File: src/rtl/demux1t2_32_pkg.sv
// Shared types and constants for the registered 1-to-2 word demultiplexer.
// Imported by the slot, the top level and the testbench.
package demux1t2_32_pkg;

    localparam int WIDTH_DEF = 32;
    localparam int CNT_W_DEF = 16;

    // Steering mode encodings on the mode input.
    localparam logic MODE_STEER = 1'b0;
    localparam logic MODE_RR    = 1'b1;

    // Output index; doubles as the round-robin FSM state.
    typedef enum logic {
        SEL0 = 1'b0,
        SEL1 = 1'b1
    } sel_t;

    function automatic sel_t other_sel(input sel_t s);
        return (s == SEL0) ? SEL1 : SEL0;
    endfunction

endpackage

File: src/rtl/demux1t2_32_if.sv
// Bundle of the source channel, both sink channels and status outputs of demux1t2_32.
// master = environment side (producer + consumers), slave = the demux itself.
interface demux1t2_32_if #(
    parameter int WIDTH = 32,
    parameter int CNT_W = 16
);
    logic             I_valid;
    logic             I_ready;
    logic [WIDTH-1:0] I;
    logic             S;
    logic             mode;

    logic             o0_valid;
    logic             o0_ready;
    logic [WIDTH-1:0] o0;

    logic             o1_valid;
    logic             o1_ready;
    logic [WIDTH-1:0] o1;

    logic [CNT_W-1:0] cnt0;
    logic [CNT_W-1:0] cnt1;
    logic             rr_sel;

    modport master (
        output I_valid, I, S, mode, o0_ready, o1_ready,
        input  I_ready, o0_valid, o0, o1_valid, o1, cnt0, cnt1, rr_sel
    );

    modport slave (
        input  I_valid, I, S, mode, o0_ready, o1_ready,
        output I_ready, o0_valid, o0, o1_valid, o1, cnt0, cnt1, rr_sel
    );

endinterface

File: src/rtl/demux1t2_32_out_slot.sv
// One-entry output holding register with its own delivered-word counter.
// A load in the same cycle as a delivery keeps the slot full with the new word.
module demux1t2_32_out_slot
    import demux1t2_32_pkg::*;
#(
    parameter int WIDTH = WIDTH_DEF,
    parameter int CNT_W = CNT_W_DEF
) (
    input  logic             clk,
    input  logic             rst,
    input  logic             load_i,
    input  logic [WIDTH-1:0] din_i,
    input  logic             ready_i,
    output logic [WIDTH-1:0] dout_o,
    output logic             valid_o,
    output logic [CNT_W-1:0] cnt_o
);

    logic             valid_q, valid_d;
    logic [WIDTH-1:0] data_q,  data_d;
    logic [CNT_W-1:0] cnt_q,   cnt_d;
    logic             deliver;

    assign deliver = valid_q && ready_i;

    // Load is applied after the drain so a same-cycle refill wins over the clear.
    always_comb begin
        valid_d = valid_q;
        data_d  = data_q;
        cnt_d   = cnt_q;
        if (deliver) begin
            valid_d = 1'b0;
            cnt_d   = cnt_q + CNT_W'(1);
        end
        if (load_i) begin
            valid_d = 1'b1;
            data_d  = din_i;
        end
    end

    always_ff @(posedge clk) begin
        if (rst) begin
            valid_q <= 1'b0;
            data_q  <= '0;
            cnt_q   <= '0;
        end else begin
            valid_q <= valid_d;
            data_q  <= data_d;
            cnt_q   <= cnt_d;
        end
    end

    assign dout_o  = data_q;
    assign valid_o = valid_q;
    assign cnt_o   = cnt_q;

endmodule

File: src/rtl/demux1t2_32.sv
// Registered 1-to-2 word demultiplexer with explicit (S) or round-robin steering.
// Top level holds target selection, the input ready and the round-robin FSM.
module demux1t2_32
    import demux1t2_32_pkg::*;
#(
    parameter int WIDTH = WIDTH_DEF,
    parameter int CNT_W = CNT_W_DEF
) (
    input  logic          clk,
    input  logic          rst,
    demux1t2_32_if.slave  bus
);

    sel_t rr_q, rr_d;
    sel_t target;
    logic tgt_valid;
    logic tgt_ready;
    logic accept;
    logic load0, load1;
    logic slot0_valid, slot1_valid;

    // Target depends only on mode/S/rr state, never on I_valid.
    always_comb begin
        target    = (bus.mode == MODE_RR) ? rr_q : sel_t'(bus.S);
        tgt_valid = (target == SEL1) ? slot1_valid  : slot0_valid;
        tgt_ready = (target == SEL1) ? bus.o1_ready : bus.o0_ready;
    end

    assign bus.I_ready = !tgt_valid || tgt_ready;
    assign accept      = bus.I_valid && bus.I_ready;
    assign load0       = accept && (target == SEL0);
    assign load1       = accept && (target == SEL1);

    // Pointer only moves on words actually accepted in round-robin mode.
    always_comb begin
        rr_d = rr_q;
        if (accept && (bus.mode == MODE_RR)) begin
            case (rr_q)
                SEL0:    rr_d = SEL1;
                SEL1:    rr_d = SEL0;
                default: rr_d = SEL0;
            endcase
        end
    end

    always_ff @(posedge clk) begin
        if (rst) begin
            rr_q <= SEL0;
        end else begin
            rr_q <= rr_d;
        end
    end

    assign bus.rr_sel = (rr_q == SEL1);

    demux1t2_32_out_slot #(
        .WIDTH (WIDTH),
        .CNT_W (CNT_W)
    ) u_slot0 (
        .clk     (clk),
        .rst     (rst),
        .load_i  (load0),
        .din_i   (bus.I),
        .ready_i (bus.o0_ready),
        .dout_o  (bus.o0),
        .valid_o (slot0_valid),
        .cnt_o   (bus.cnt0)
    );

    demux1t2_32_out_slot #(
        .WIDTH (WIDTH),
        .CNT_W (CNT_W)
    ) u_slot1 (
        .clk     (clk),
        .rst     (rst),
        .load_i  (load1),
        .din_i   (bus.I),
        .ready_i (bus.o1_ready),
        .dout_o  (bus.o1),
        .valid_o (slot1_valid),
        .cnt_o   (bus.cnt1)
    );

    assign bus.o0_valid = slot0_valid;
    assign bus.o1_valid = slot1_valid;

endmodule

File: src/flat_wrapper.sv
// flat-port wrapper written by rule: the top's interface ports become plain ports
module demux1t2_32_flat import demux1t2_32_pkg::*;
#(
    parameter int WIDTH = WIDTH_DEF,
    parameter int CNT_W = CNT_W_DEF
)
  (clk, rst, bus_I_valid, bus_I, bus_S, bus_mode, bus_o0_ready, bus_o1_ready, bus_I_ready, bus_o0_valid, bus_o0, bus_o1_valid, bus_o1, bus_cnt0, bus_cnt1, bus_rr_sel);
  demux1t2_32_if #(.WIDTH(WIDTH), .CNT_W(CNT_W)) bus_i ();
  input  logic clk;
  input  logic rst;
  input wire logic [$bits(bus_i.I_valid)-1:0] bus_I_valid;
  input wire logic [$bits(bus_i.I)-1:0] bus_I;
  input wire logic [$bits(bus_i.S)-1:0] bus_S;
  input wire logic [$bits(bus_i.mode)-1:0] bus_mode;
  input wire logic [$bits(bus_i.o0_ready)-1:0] bus_o0_ready;
  input wire logic [$bits(bus_i.o1_ready)-1:0] bus_o1_ready;
  output wire logic [$bits(bus_i.I_ready)-1:0] bus_I_ready;
  output wire logic [$bits(bus_i.o0_valid)-1:0] bus_o0_valid;
  output wire logic [$bits(bus_i.o0)-1:0] bus_o0;
  output wire logic [$bits(bus_i.o1_valid)-1:0] bus_o1_valid;
  output wire logic [$bits(bus_i.o1)-1:0] bus_o1;
  output wire logic [$bits(bus_i.cnt0)-1:0] bus_cnt0;
  output wire logic [$bits(bus_i.cnt1)-1:0] bus_cnt1;
  output wire logic [$bits(bus_i.rr_sel)-1:0] bus_rr_sel;
  assign bus_i.I_valid = bus_I_valid;
  assign bus_i.I = bus_I;
  assign bus_i.S = bus_S;
  assign bus_i.mode = bus_mode;
  assign bus_i.o0_ready = bus_o0_ready;
  assign bus_i.o1_ready = bus_o1_ready;
  assign bus_I_ready = bus_i.I_ready;
  assign bus_o0_valid = bus_i.o0_valid;
  assign bus_o0 = bus_i.o0;
  assign bus_o1_valid = bus_i.o1_valid;
  assign bus_o1 = bus_i.o1;
  assign bus_cnt0 = bus_i.cnt0;
  assign bus_cnt1 = bus_i.cnt1;
  assign bus_rr_sel = bus_i.rr_sel;
  demux1t2_32 #(.WIDTH(WIDTH), .CNT_W(CNT_W)) u_core (.clk(clk), .rst(rst), .bus(bus_i));
endmodule
File: config.mk
export PLATFORM = sky130hd
export DESIGN_NAME = demux1t2_32_flat
export DESIGN_NICKNAME = d
export VERILOG_FILES = /design/src/rtl/demux1t2_32_pkg.sv /design/src/rtl/demux1t2_32_if.sv /design/src/rtl/demux1t2_32_out_slot.sv /design/src/rtl/demux1t2_32.sv /design/src/flat_wrapper.sv
export SDC_FILE = /design/constraint.sdc
export NUM_CORES = 1
export LEC_CHECK = 0
export CAP_MARGIN = 20
export CORE_ASPECT_RATIO = 0.75
export CORE_MARGIN = 2
export CORE_UTILIZATION = 55
export DETAILED_ROUTE_END_ITERATION = 16
export DONT_BUFFER_PORTS = 1
export HOLD_SLACK_MARGIN = 0.15
export PLACE_DENSITY = 0.66
export SLEW_MARGIN = 5
export SYNTH_ARGS = -nofsm -noshare
export SYNTH_HDL_FRONTEND = slang
export SYNTH_HIERARCHICAL = 1
export SYNTH_SLANG_ARGS = --single-unit
export TNS_END_PERCENT = 5
File: constraint.sdc
create_clock -name clk -period 2 [get_ports clk]
set_input_delay 0.4 -clock clk [delete_from_list [all_inputs] [get_ports clk]]
set_output_delay 0.4 -clock clk [all_outputs]
set_load 0.1 [all_outputs]
==> summary.md <==
| Metric | Value |
|---|---|
| Starting Density | `between 50% and 60%` |
| Post-synthesis xor/xnor area fraction | `under 10%` |
| Slew @ Worst Pin | `~360 ps` |
| H-tree depth | `3` |
| Most common cell after layout, fill and taps aside | `buf_4` |
| CP max FO | `7` |
| Area Overhead vs Synth | `34.6%` |
| Main combinational cell family by area after synthesis | `simple AND/OR/NAND/NOR gates` |
| Syn Inst Count | `slightly below 400` |
| Gr ovfl total | `0` |
| Gr busiest metal | `met2` |
| Tot GR Track Use | `roughly a quarter` |
| Sequential area share after synthesis | `between 50% and 60%` |
| Slew HR | `75.8%` |
| Antenna diode count | `0` |
| Final WS setup | `79.9 ps` |
| Die height | `roughly 76 um` |
| Number of global-route vias before repair | `between 3,000 and 4,000` |
| Avg Inst Size Synth | `around 9.9 um^2` |
| Post-Synth Simple-Gate Area | `between 10% and 20%` |
| CTS Buffer Depth | `2` |
| I/O Buffers | `0` |
| WL per Instance | `between 15 and 20 um` |
| Initial antenna violation count | `0` |
| Final #Nets | `approximately 540` |
| Core area | `between 0.006 and 0.007 mm^2` |
| DRT Pass-1 Iters | `4` |
| Peak supply drop | `0.000499 V` |
| WL final | `a little over 9000 um` |
| Crit end category | `flop` |
| Reg clk slew, reported paths | `100 ps` |
| Starting DRT DRC Count | `about 80` |
| Detailed Place HPWL | `just over 6000 um` |
| Largest net degree at the start of global routing | `81` |
| CTS Sinks | `99` |
| Hold wc startpoint | `bus_I[8]` |
| Num CTS Buffers | `9` |
| Crit Path Class | `flop to flop` |
| Post-CTS setup buffer count | `0` |
| Final Setup Violations | `0` |
| Setup TNS | `0 ps` |
| YS warnings | `6` |
| Hold Violations, Final | `0` |
| Vias per cell | `roughly 5.4` |
| Status | `finished clean` |
| Final Skew | `~7.6 ps` |
| Pins over their slew limit | `0` |
| Period utilization | `96.0%` |
| RSZ-0062 raised after global routing | `false` |
| Antenna-violating nets left | `0` |
| Max Cap Violations | `0` |
| Layout cells sized above 1 | `about 31%` |
| Max Fclk | `roughly 520 MHz` |
| Die Span X | `100 um` |
| Worst skew pair latency | `370 ps` |
| Post-synthesis mux area share | `between 10% and 20%` |
| CP Launch Type | `flop` |
| P per Cell Area | `833 mW/mm^2` |
| GR Util met2 | `roughly two fifths` |
| CTS tree | `done` |
| CP required | `about 2300 ps` |
| Post-Place Setup Slack | `232 ps` |
| Most frequent cells in the layout | `buf_4, nor2_1, dfxtp_1` |
| FILL cells | `about 510` |
| RePlAce Congestion | `between 0.8 and 0.9` |
| Num rows | `26` |
| Worst hold path type | `primary input to flop` |
| Root Driver | `clkbuf_8` |
| M1 GR Usage | `between 20% and 30%` |
| DIE AREA | `roughly 0.0077 mm^2` |
| Compound-Gate Fraction of Synth Area | `approximately 3.2%` |
| Fin crit period | `1920 ps` |
| Critical Path AT | `2180 ps` |
| Ports | `between 100 and 150` |
| Cell Area, Synth | `0.00383 mm^2` |
| Crit path launch | `u_core/u_slot0/cnt_o[0]` |
| Drt drc | `0` |
| Vias | `about 3,200` |
| First-pass GRT wire length | `around 15,000 um` |
| RR Startpoint | `u_core/u_slot0/cnt_o[0]` |
| Register bit total from synthesis | `between 90 and 100` |
| Net Count, Synth | `roughly 430` |
| Grt met3 use | `roughly a tenth` |
| Lkg Pwr | `roughly 2.2 nW` |
| Yosys cell types | `30` |
| Adder-cell area share of the yosys netlist | `less than 1%` |
## cells by family (layout without fill, tap and decap cells)
logic type	Yosys count	in the layout
and+or+nand+nor	152	152
DFF	99	99
muxes	66	66
buffers and inverters	24	145
AOI/OAI and AO/OA	22	22
xor gates and xnor gates	22	22
adders and majority gates	2	2
## synth_stat cells
cell type | count | share of area (%)
dfxtp_1 | 99 | 52
nor2_1 | 90 | 8.8
mux2i_1 | 66 | 17
nand2_1 | 15 | 1.5
xor2_1 | 14 | 3.2
a21oi_1 | 13 | 1.7
clkbuf_1 | 10 | 0.98
nand3_1 | 10 | 1.3
buf_2 | 8 | 1.0
nand4_1 | 8 | 1.3
xnor2_1 | 8 | 1.8
o21ai_0 | 5 | 0.65
or3_1 | 5 | 0.82
and4_1 | 4 | 0.91
inv_1 | 4 | 0.39
nor3_1 | 4 | 0.52
and3_2 | 2 | 0.39
and4_4 | 2 | 0.59
buf_1 | 2 | 0.20
ha_1 | 2 | 0.65
nand4_4 | 2 | 1.1
nor4_1 | 2 | 0.33
o31ai_1 | 2 | 0.39
o41ai_1 | 2 | 0.46
or4_1 | 2 | 0.39
or4b_1 | 2 | 0.52
and3b_2 | 1 | 0.26
nor2b_1 | 1 | 0.16
nor2b_4 | 1 | 0.36
nor3b_1 | 1 | 0.20
## final timing paths
| check | end | slack, ps | cells past startpoint |
|---|---|---|---|
| worst max register to register | u_core/u_slot0/cnt_o[8] | 80 | 7 |
| worst max-delay path | u_core/u_slot0/cnt_o[8] | 80 | 7 |
| worst min register to register | u_core/u_slot0/cnt_o[15] | 490 | 2 |
| worst min-delay path | u_core/u_slot1/dout_o[8] | 180 | 2 |
## per-stage QoR
| step | area (um^2) | hold WS (ps) | total power, mW | std cells | util (%) |
|---|---|---|---|---|---|
| 3_3_place_gp | 4720 | 454 | 3.06 | 556 | 69.8 |
| 2_1_floorplan | 3870 | 459 | 2.92 | 387 | - |
| 4_1_cts | 5130 | 161 | 4.33 | 592 | 75.9 |
| 6_report | 5150 | 175 | 4.29 | 592 | 76.2 |
| 3_5_place_dp | 4720 | 462 | 3.07 | 556 | 69.8 |
| 5_1_grt | 5150 | 159 | 4.44 | 592 | 76.2 |
## sequential cells by signal (all words and copies together), names as in the netlist
signal / cells
u_core/bus.rr_sel: 1
u_core/u_slot0/cnt_o: 16
u_core/u_slot0/dout_o: 32
u_core/u_slot0/valid_o: 1
u_core/u_slot1/cnt_o: 16
u_core/u_slot1/dout_o: 32
u_core/u_slot1/valid_o: 1
## critical path: stages (launching register included)
cell and delay (ps):
dfxtp_2 370, ha_1 180, nand3_1 110, buf_4 180, nor3_2 210, xnor2_1 160
nor2_1 60, dlygate4sd3_1 540
## timing repair
action / 4_1_cts / 5_1_grt
endpoints found under the hold margin: 99 / 0
hold buffers: 20 / 0
pin swaps: 0 / 0
setup endpoints to repair: 1 / 4
gates resized for setup: 1 / 4
## power by group
group          switching (mW)  total, mW  internal [mW]
Sequential             0.0319       2.08           2.05
Combinational           0.754      0.982          0.228
Clock                   0.746       1.23          0.487
Total                    1.53       4.29           2.76
## final cells by class
class                      instances  area [um^2]  share of cell area [%]
clock buffer                       9          124                    2.40
sequential                        99         2010                    39.0
timing repair buffer             125         1040                    20.2
inverter                           4         15.0                   0.291
tap                               84          105                    2.04
clock inverter                     7         67.6                    1.31
multi-input combinational        264         1790                    34.7
## layer usage
metal	vias up	share of wire, %
met1	1500	41
met3	16	9.3
met2	116	48
met5	-	0
li1	1552	-
met4	0	1.6
Note: power is estimated with default switching activity, not from simulation.
